--- config.mk ---
export PLATFORM = sky130hd
export DESIGN_NAME = nibble_serial_adder_ctrl_flat
export DESIGN_NICKNAME = d
export VERILOG_FILES = /design/src/rtl/nibble_serial_adder_ctrl_if.sv /design/src/rtl/nibble_serial_adder_ctrl.sv /design/src/flat_wrapper.sv
export SDC_FILE = /design/constraint.sdc
export NUM_CORES = 1
export LEC_CHECK = 0
export ABC_AREA = 1
export ABC_CLOCK_PERIOD_IN_PS = 2400
export BUFFER_PORTS_ARGS = -buffer_cell sky130_fd_sc_hd__buf_2
export CAP_MARGIN = 10
export CORE_MARGIN = 2
export CORE_UTILIZATION = 43
export DETAILED_ROUTE_END_ITERATION = 10
export HOLD_SLACK_MARGIN = 0.15
export PLACE_DENSITY_LB_ADDON = 0.25
export SLEW_MARGIN = 20
export SYNTH_ARGS = -nofsm -noshare
export SYNTH_HDL_FRONTEND = slang
export SYNTH_SLANG_ARGS = --single-unit
--- constraint.sdc ---
create_clock -name clk -period 2.4 [get_ports clk]
set_input_delay 0.6 -clock clk [delete_from_list [all_inputs] [get_ports clk]]
set_output_delay 0.6 -clock clk [all_outputs]
set_load 0.02 [all_outputs]
--- src/rtl/nibble_serial_adder_ctrl_if.sv ---
// ----------------------------------------------------------------------------
// nibble_serial_adder_ctrl_if: operand/result bus plus shared 4-bit adder link
// Rev 1.0
// ----------------------------------------------------------------------------
`default_nettype none

interface nibble_serial_adder_ctrl_if #(
  parameter int NIBBLES = 4
);
  // Operand source side
  logic                   start;
  logic                   sub;
  logic [4*NIBBLES-1:0]   op_a;
  logic [4*NIBBLES-1:0]   op_b;
  logic                   busy;
  logic                   done;
  logic [4*NIBBLES-1:0]   result;
  logic                   cout;
  logic                   ovf;

  // External 4-bit adder side
  logic [3:0]             add_a;
  logic [3:0]             add_b;
  logic                   add_ci;
  logic [3:0]             add_s;
  logic                   add_co;

  modport slave (
    input  start, sub, op_a, op_b, add_s, add_co,
    output busy, done, result, cout, ovf, add_a, add_b, add_ci
  );

  modport master (
    output start, sub, op_a, op_b, add_s, add_co,
    input  busy, done, result, cout, ovf, add_a, add_b, add_ci
  );
endinterface

`default_nettype wire

--- src/rtl/nibble_serial_adder_ctrl.sv ---
// ----------------------------------------------------------------------------
// nibble_serial_adder_ctrl: LSB-first add/sub sequencer over a shared 4-bit adder
// Rev 1.0
// ----------------------------------------------------------------------------
`default_nettype none

module nibble_serial_adder_ctrl #(
  parameter int NIBBLES = 4
) (
  input  wire logic                  clk,
  input  wire logic                  rst,
  nibble_serial_adder_ctrl_if.slave  bus
);

  localparam int c_WIDTH = 4 * NIBBLES;
  localparam int c_IDX_W = (NIBBLES > 1) ? $clog2(NIBBLES) : 1;

  typedef enum logic [1:0] {
    S_IDLE = 2'd0,
    S_RUN  = 2'd1,
    S_DONE = 2'd2
  } state_t;

  state_t                r_state;
  state_t                w_state_nxt;

  logic [c_WIDTH-1:0]    r_a;
  logic [c_WIDTH-1:0]    r_b;
  logic                  r_sub;
  logic [c_IDX_W-1:0]    r_idx;
  logic                  r_carry;
  logic [c_WIDTH-1:0]    r_result;
  logic                  r_cout;
  logic                  r_ovf;

  logic [3:0]            w_a_cur;
  logic [3:0]            w_b_cur;
  logic [c_WIDTH-1:0]    w_result_nxt;
  logic                  w_last;
  logic                  w_ovf;

  // Select the active nibble and merge the adder sum into its result slot.
  always_comb begin
    w_a_cur      = '0;
    w_b_cur      = '0;
    w_result_nxt = r_result;
    for (int k = 0; k < NIBBLES; k++) begin
      if (r_idx == c_IDX_W'(k)) begin
        w_a_cur                 = r_a[4*k +: 4];
        w_b_cur                 = r_b[4*k +: 4];
        w_result_nxt[4*k +: 4]  = bus.add_s;
      end
    end
  end

  assign w_last = (r_idx == c_IDX_W'(NIBBLES - 1));

  // Sum MSB comes straight from the adder on the final slice.
  assign w_ovf = (r_a[c_WIDTH-1] == (r_b[c_WIDTH-1] ^ r_sub)) &&
                 (bus.add_s[3] != r_a[c_WIDTH-1]);

  always_ff @(posedge clk or posedge rst) begin
    if (rst) begin
      r_state <= S_IDLE;
    end else begin
      r_state <= w_state_nxt;
    end
  end

  always_comb begin
    w_state_nxt = r_state;
    bus.busy    = 1'b0;
    bus.done    = 1'b0;
    bus.add_a   = '0;
    bus.add_b   = '0;
    bus.add_ci  = 1'b0;
    case (r_state)
      S_IDLE: begin
        if (bus.start) begin
          w_state_nxt = S_RUN;
        end
      end
      S_RUN: begin
        bus.busy   = 1'b1;
        bus.add_a  = w_a_cur;
        bus.add_b  = w_b_cur ^ {4{r_sub}};
        bus.add_ci = r_carry;
        if (w_last) begin
          w_state_nxt = S_DONE;
        end
      end
      S_DONE: begin
        bus.busy    = 1'b1;
        bus.done    = 1'b1;
        w_state_nxt = S_IDLE;
      end
      default: begin
        w_state_nxt = S_IDLE;
      end
    endcase
  end

  always_ff @(posedge clk or posedge rst) begin
    if (rst) begin
      r_a      <= '0;
      r_b      <= '0;
      r_sub    <= 1'b0;
      r_idx    <= '0;
      r_carry  <= 1'b0;
      r_result <= '0;
      r_cout   <= 1'b0;
      r_ovf    <= 1'b0;
    end else begin
      case (r_state)
        S_IDLE: begin
          if (bus.start) begin
            r_a     <= bus.op_a;
            r_b     <= bus.op_b;
            r_sub   <= bus.sub;
            r_idx   <= '0;
            // Two's complement subtract: inverted B plus an initial carry of one.
            r_carry <= bus.sub;
          end
        end
        S_RUN: begin
          r_result <= w_result_nxt;
          r_carry  <= bus.add_co;
          if (w_last) begin
            r_idx  <= '0;
            r_cout <= bus.add_co;
            r_ovf  <= w_ovf;
          end else begin
            r_idx  <= r_idx + c_IDX_W'(1);
          end
        end
        default: begin
        end
      endcase
    end
  end

  assign bus.result = r_result;
  assign bus.cout   = r_cout;
  assign bus.ovf    = r_ovf;

endmodule

`default_nettype wire

--- src/flat_wrapper.sv ---
// flat-port wrapper written by rule: the top's interface ports become plain ports
module nibble_serial_adder_ctrl_flat 
#(
  parameter int NIBBLES = 4
)
  (clk, rst, bus_start, bus_sub, bus_op_a, bus_op_b, bus_add_s, bus_add_co, bus_busy, bus_done, bus_result, bus_cout, bus_ovf, bus_add_a, bus_add_b, bus_add_ci);
  nibble_serial_adder_ctrl_if #(.NIBBLES(NIBBLES)) bus_i ();
  input  wire logic clk;
  input  wire logic rst;
  input wire logic [$bits(bus_i.start)-1:0] bus_start;
  input wire logic [$bits(bus_i.sub)-1:0] bus_sub;
  input wire logic [$bits(bus_i.op_a)-1:0] bus_op_a;
  input wire logic [$bits(bus_i.op_b)-1:0] bus_op_b;
  input wire logic [$bits(bus_i.add_s)-1:0] bus_add_s;
  input wire logic [$bits(bus_i.add_co)-1:0] bus_add_co;
  output wire logic [$bits(bus_i.busy)-1:0] bus_busy;
  output wire logic [$bits(bus_i.done)-1:0] bus_done;
  output wire logic [$bits(bus_i.result)-1:0] bus_result;
  output wire logic [$bits(bus_i.cout)-1:0] bus_cout;
  output wire logic [$bits(bus_i.ovf)-1:0] bus_ovf;
  output wire logic [$bits(bus_i.add_a)-1:0] bus_add_a;
  output wire logic [$bits(bus_i.add_b)-1:0] bus_add_b;
  output wire logic [$bits(bus_i.add_ci)-1:0] bus_add_ci;
  assign bus_i.start = bus_start;
  assign bus_i.sub = bus_sub;
  assign bus_i.op_a = bus_op_a;
  assign bus_i.op_b = bus_op_b;
  assign bus_i.add_s = bus_add_s;
  assign bus_i.add_co = bus_add_co;
  assign bus_busy = bus_i.busy;
  assign bus_done = bus_i.done;
  assign bus_result = bus_i.result;
  assign bus_cout = bus_i.cout;
  assign bus_ovf = bus_i.ovf;
  assign bus_add_a = bus_i.add_a;
  assign bus_add_b = bus_i.add_b;
  assign bus_add_ci = bus_i.add_ci;
  nibble_serial_adder_ctrl #(.NIBBLES(NIBBLES)) u_core (.clk(clk), .rst(rst), .bus(bus_i));
endmodule
==> results.md, run 1 <==
* Final worst slack at approximately 0.05 ns
* Worst endpoint required time at 1.80 ns
* Insertion delay to the later sink of the worst-skew pair at 0.31 ns
* Total global-route track usage at 0.172
* CTS Buf Count at 5
* Initial DRT Pass Iterations at 4
* Post-route cell area at 0.00344 mm^2
* Htree depth at 2
* R2r worst-path depth at 4
* CP Data Arrival Time at 1.75 ns
* Worst-margin pin slew at 0.655 ns
* Die height at approximately 84 um
* Vias at about 2.1k
* Synth Register Bits at 56
* Top cell type's share of synthesized area at 0.513
* Sequential Area at 0.00140 mm^2
* Post-synth EDFFs at 0
* Gate Count Post-Synth at 275
* Slew Viols, Final at 0
* ANT cells at 0
* Max_slew headroom at 0.563
* Clock Pin Slew Worst Setup and Hold Paths at 0.10 ns
* CTS tree: done
* Die ar. at 0.00700 mm^2
* ANT nets after route at 0
* Fin crit period at 2.35 ns
* RSZ-0062 raised after global routing: true
* Global-route wire length before repair at a little under 10,000 um
* Async set-reset flop share out of synthesis at 1.00
* Layout area overhead at 25.9%
* Post-Syn Nets at roughly 320
* R2R Path End: u_core.r_b[2]$_DFFE_PP0P_
* Synth unique cells at 19
* Drt wl/cell at 14.1 um
* Ys Warns at 0
* Core Region at 0.00624 mm^2
* Psw at 2.04 mW
* Status: finished, final reports clean
* Tcrit/Tclk final at 0.979
* Sequential share of the synthesized area at 0.513
* Sequential share of power at 0.353
* Placement Cell Area at 0.00314 mm^2
* Routed wire length at 6060 um
* Area contributors post-synth: dfrtp_1, mux2_4, nand2_1, a21oi_1, o21ai_0
* Crit start category: flop
* Initial drt markers at 57
* Fillers at 569
* Nets at between 400 and 500
* WS Path Type: reg -> out
* Max-Cap Viols at 0
* Drt drc at 0
* Starting Density at 0.437
* Setup violators final at 0
* Setup clock skew after layout at a little under 0.007 ns
* Hold/Removal Path Class: in -> async
* F_max at between 400 and 500 MHz
* Largest net degree at the start of global routing at between 50 and 60
* Internal power at 2.84 mW
* Placer congestion estimate at 0.803
* Final-report hold violation count at 0
* Clk buf depth at 2
* Synth Flop Type: dfrtp_1
* Die W at 83.7 um
* Crit. End Element: primary output
* Vias per Instance at 4.92
* Yosys top cell by area: dfrtp_1
* Root buf cell: clkbuf_8
* IO Pins at 70
* Share of layout cells above drive strength 1 at 0.422
* Detailed placement HPWL at 4120 um
* Worst r2r src: u_core.r_state[0]$_DFFE_PP0P_
* Worst-path maximum fanout at 5
* Initial antenna violation count at 0
* Total congestion overflow at 0
* CTS sink count at 56
* Multi-input gate area at roughly 0.0013 mm^2
* Power Dens Cells at 1420 mW/mm^2
* FF-to-FF setup slack at 0.63 ns
* Row cnt at 29
* Post-synth top cells: nand2_1, dfrtp_1, inv_1, nor2_1
* Worst IR Drop VDD at 767 uV
* Clk pwr share at 0.110
* Setup WS pre-CTS at around 0.23 ns
* Comb pwr share at 0.536
* Post-Syn Area at 0.00273 mm^2
* Most common cell in the netlist: nand2_1
* Syn_area_per_cell at 9.93 um^2
* Vias in the first global route at 2,074
* Sw Share at 0.418
* Number of port buffers at 69
* P_leak at approximately 1.8 nW
-- registers in the layout (all words and copies together) (netlist names) --
register / count
u_core.r_idx: 2
u_core.bus.cout: 1
u_core.bus.result: 16
u_core.r_carry: 1
u_core.bus.ovf: 1
u_core.r_state: 2
u_core.r_b: 16
u_core.r_a: 16
u_core.r_sub: 1
-- metal layers --
metal  up-vias  routed length, um  GRT usage
li1       1046                  -          -
met1      1006               2850      0.230
met2        58               2850      0.284
met3         4                290     0.0376
met4         0                 60     0.0484
met5         -                  0          0
-- kinds of logic (layout without fill, tap and decap cells) --
kind of cell,after synthesis,after routing,synth area share
adder cells (fa/ha/maj),8,8,0.0367
buffers and inverters,36,114,0.0687
XOR/XNOR,1,1,0.00321
multiplexers,24,24,0.129
AO/OA/AOI/OAI,50,50,0.0990
AND/OR/NAND/NOR,100,100,0.150
flip-flops,56,56,0.513
-- worst max-delay path, cell delays in order, from the launching register on --
cell     delay (ns)
dfrtp_2        0.47
inv_4          0.11
ha_4           0.16
buf_6          0.13
nand2_2        0.06
nand3_2        0.06
nand2_2        0.06
nand3_2        0.05
nand2_1        0.05
nor2_1         0.13
buf_4          0.16
-- per-stage QoR --
stage	TNS (ns)	util	total power [mW]	cells	hold slack [ns]
2_1_floorplan	0	-	3.42	275	0.477
3_3_place_gp	0	0.503	3.94	416	0.461
3_5_place_dp	0	0.503	4.00	416	0.473
4_1_cts	0	0.528	4.65	427	0.336
5_1_grt	-0.218	0.551	5.24	430	0.344
6_report	0	0.551	4.88	430	0.319
-- how the worst max path moves through the flow --
stage / startpoint / endpoint / cells past startpoint
2_1_floorplan: u_core.r_idx[0]$_DFFE_PP0P_ / bus_add_b[0] / 8
3_3_place_gp: u_core.r_idx[0]$_DFFE_PP0P_ / bus_add_b[0] / 9
3_5_place_dp: u_core.r_idx[0]$_DFFE_PP0P_ / bus_add_b[0] / 9
4_1_cts: u_core.r_idx[1]$_DFFE_PP0P_ / bus_add_b[1] / 10
5_1_grt: u_core.r_idx[1]$_DFFE_PP0P_ / bus_add_b[1] / 10
6_report: u_core.r_idx[1]$_DFFE_PP0P_ / bus_add_b[1] / 10
-- area by class of cell --
type | count | share of cell area
Sequential cell | 56 | 0.408
Multi-Input combinational cell | 183 | 0.367
Timing Repair Buffer | 82 | 0.141
Inverter | 24 | 0.0284
Tap cell | 77 | 0.0280
Clock buffer | 7 | 0.0251
Clock inverter | 1 | 0.00218
-- power groups by stage --
| stage | Clock (mW) | Sequential (mW) | Combinational [mW] |
|---|---|---|---|
| after floorplan | 0 | 1.81 | 1.61 |
| after global placement | 0 | 1.70 | 2.25 |
| after detailed placement | 0 | 1.70 | 2.30 |
| after CTS | 0.557 | 1.69 | 2.40 |
| after global routing | 0.589 | 1.78 | 2.87 |
| final | 0.538 | 1.72 | 2.62 |
-- layout by cell type (no fill, tap or decap), types with 6 or more instances in the layout --
master / instances
buf_4: 14
a21oi_1: 16
nand2_1: 53
nand2_2: 7
a21oi_2: 7
clkbuf_8: 6
o21ai_0: 21
nor2_1: 23
nand3_1: 9
inv_1: 18
dfrtp_1: 54
buf_2: 63
mux2_4: 22
-- repair_timing --
item                       4_1_cts  5_1_grt
buffers inserted                 2        3
pin swaps                        1       21
cloned                           1        0
setup endpoints to repair        8        8
gates resized for setup         14       38
hold buffers                     0        0
Note: power is estimated with default switching activity, not from simulation.
==> run 2: changes to the inputs <==
==> constraint.sdc (replaced) <==
create_clock -name clk -period 2.4 [get_ports clk]
set_input_delay 0.6 -clock clk [delete_from_list [all_inputs] [get_ports clk]]
set_output_delay 0.6 -clock clk [all_outputs]
set_load 0.05 [all_outputs]
==> results.md, run 2 (synthesis results as in run 1) <==
* Status: complete, but fails checks
* Violations in the final reports: setup timing
* IO Pins at 70 (unchanged)
* Starting Density at 0.437 (unchanged)
* WS Path Type: reg -> out
* Tcrit/Tclk final at 1.01 (+0.0321)
* Core Region at 0.00624 mm^2 (unchanged)
* Worst IR Drop VDD at 1110 uV (+45%)
* Layout area overhead at 30.7%
* Max-Cap Viols at 0 (unchanged)
* Fillers at 565 (-0.70%)
* Insertion delay to the later sink of the worst-skew pair at 0.31 ns (about the same)
* Initial drt markers at 104 (+82%)
* Sequential Area at 0.00140 mm^2 (about the same)
* Row cnt at 29 (unchanged)
* Vias at 2,119 (+0.24%)
* Die height at 83.7 um (unchanged)
* Dpl cells at 415 (-0.24%)
* Root buf cell: clkbuf_8
* Internal power at 3.03 mW (+6.8%)
* Final worst slack at -0.0260 ns (-0.0771 ns)
* CTS tree: done
* Die W at 83.7 um (unchanged)
* Htree depth at 2 (unchanged)
* Initial antenna violation count at 0 (unchanged)
* Number of port buffers at 69 (unchanged)
* Final-report hold violation count at 0 (unchanged)
* Non-Filler Instances at 431 (+0.23%)
* Comb pwr share at 0.593 (+0.057)
* Drt drc at 0 (unchanged)
* Total global-route track usage at 0.176 (+0.00398)
* Leading cell type in the layout, fill and taps excluded: buf_2
* Crit. End Element: primary output
* F_max at 412 MHz (-3.2%)
* Drt wl/cell at 14.3 um (+1.7%)
* ANT nets after route at 0 (unchanged)
* Power Dens Cells at 1620 mW/mm^2 (+14%)
* Multi-input gate area at 0.00131 mm^2 (+4.1%)
* Psw at 2.76 mW (+35%)
* ANT cells at 0 (unchanged)
* Worst endpoint required time at 1.80 ns (about the same)
* Vias per Instance at 4.92 (about the same)
* Setup clock skew after layout at 0.00139 ns (-0.00540 ns)
* Vias in the first global route at 1,987 (-4.2%)
* Placement Cell Area at 0.00314 mm^2 (about the same)
* CTS sink count at 56 (unchanged)
* Setup violators final at 2 (+2)
* Sequential share of power at 0.300 (-0.053)
* RSZ-0062 raised after global routing: true
* Sw Share at 0.477 (+0.0581)
* Nets at 402 (+0.25%)
* Detailed placement HPWL at 4260 um (+3.2%)
* Post-route cell area at 0.00357 mm^2 (+3.8%)
* CP Data Arrival Time at 1.83 ns (+0.08 ns)
* Slew Viols, Final at 0 (unchanged)
* Worst setup path start: u_core.r_idx[1]$_DFFE_PP0P_
* Routed wire length at 6180 um (+2.0%)
* P_leak at 1.87 nW (+3.0%)
* CTS Buf Count at 5 (unchanged)
* Total congestion overflow at 0 (unchanged)
* CP endpoint: bus_add_a[2]
* R2R Path End: u_core.r_b[2]$_DFFE_PP0P_
* Crit start category: flop
* Largest net degree at the start of global routing at 44 (-23%)
* Die ar. at 0.00700 mm^2 (unchanged)
* Pwr Total at 5.79 mW (+19%)
* Worst-margin pin slew at 0.629 ns (-0.0260 ns)
* R2r worst-path depth at 4 (unchanged)
* Commonest non-fill, non-tap cells in the layout: buf_2, dfrtp_1, nand2_1, mux2_4, o21ai_0
* Initial DRT Pass Iterations at 4 (unchanged)
* Setup WS pre-CTS at 0.120 ns (-0.110 ns)
* Max_slew headroom at 0.580 (+0.0174)
* Placer congestion estimate at 0.770 (-4.0%)
* Share of layout cells above drive strength 1 at 0.449 (+0.0271)
* Worst r2r src: u_core.r_state[0]$_DFFE_PP0P_
* Hold/Removal Path Class: in -> async
* Fin crit period at 2.43 ns (+0.0771 ns)
* Clock Pin Slew Worst Setup and Hold Paths at 0.10 ns (about the same)
* Global-route wire length before repair at 9850 um (+2.1%)
* Clk buf depth at 2 (unchanged)
* FF-to-FF setup slack at 0.61 ns (-0.02 ns)
* Worst-path maximum fanout at 6 (+1)
* Clk pwr share at 0.107 (-0.003)
## run 2: cell count changes in the layout (fill, tap and decap cells not counted), moves of 2 or more
cell | before | now
a21oi_2 | 7 | 5
a21oi_4 | 0 | 3
buf_2 | 63 | 61
buf_4 | 14 | 9
buf_6 | 4 | 9
ha_2 | 0 | 2
inv_2 | 3 | 5
nand2_1 | 53 | 51
nand2_4 | 2 | 4
nand3_1 | 9 | 7
nand3_2 | 4 | 6
nor2_1 | 23 | 20
nor2_2 | 1 | 4
## run 2: repair_timing
item	CTS	global route
gates resized for setup	34	34
hold buffers	0	0
hold endpoints to repair	0	0
gates cloned	0	1
setup buffers	4	3
setup endpoints to repair	8	8
pin swaps	4	22
## run 2: stage by stage
| step | hold slack, ns | TNS (ns) | utilization |
|---|---|---|---|
| final | 0.304 | -0.0317 | 0.572 |
| after global routing | 0.340 | -0.754 | 0.572 |
| after CTS | 0.322 | -0.00536 | 0.543 |
| after detailed placement | 0.470 | 0 | 0.503 |
| after global placement | 0.462 | 0 | 0.503 |
| after floorplan | 0.477 | 0 | - |
## run 2: critical path, cell delays in order, from the launching register on
cell	delay, ns
dfrtp_1	0.45
inv_2	0.10
ha_4	0.19
buf_8	0.14
buf_6	0.12
a21oi_2	0.11
nand2_1	0.06
a22o_1	0.19
buf_6	0.15
## run 2: layout make-up
cell class,instances,area share
Clock inverter,2,0.00982
Clock buffer,6,0.0203
Inverter,24,0.0267
Sequential cell,56,0.393
Multi-Input combinational cell,183,0.368
Tap cell,77,0.0270
Timing Repair Buffer,83,0.155
## run 2: per-layer routing
metal | vias up | track usage | share of wire
met5 | - | 0 | 0
met4 | 0 | 0.0396 | 0.010
met3 | 4 | 0.0346 | 0.035
met2 | 46 | 0.279 | 0.48
met1 | 1009 | 0.253 | 0.48
li1 | 1060 | - | -
## run 2: how the worst min path moves through the flow
stage                                                  from                                end  slack, ns  cells past startpoint
final                                                   rst          u_core.r_a[9]$_DFFE_PP0P_       0.30                      2
after global routing                                    rst          u_core.r_a[9]$_DFFE_PP0P_       0.34                      2
after CTS                                               rst        u_core.r_idx[0]$_DFFE_PP0P_       0.32                      2
after detailed placement  u_core.bus.result[10]$_DFFE_PP0P_  u_core.bus.result[10]$_DFFE_PP0P_       0.47                      2
after global placement    u_core.bus.result[14]$_DFFE_PP0P_  u_core.bus.result[14]$_DFFE_PP0P_       0.46                      2
after floorplan               u_core.r_state[1]$_DFFE_PP0P_      u_core.r_state[1]$_DFFE_PP0P_       0.48                      2
## run 2: power groups by stage
stage / registers, mW / logic [mW] / clock network, mW
6_report: 1.74 / 3.43 / 0.619
3_5_place_dp: 1.71 / 2.96 / 0
3_3_place_gp: 1.69 / 2.91 / 0
2_1_floorplan: 2.16 / 1.91 / 0
5_1_grt: 1.80 / 3.70 / 0.670
4_1_cts: 1.70 / 3.20 / 0.630
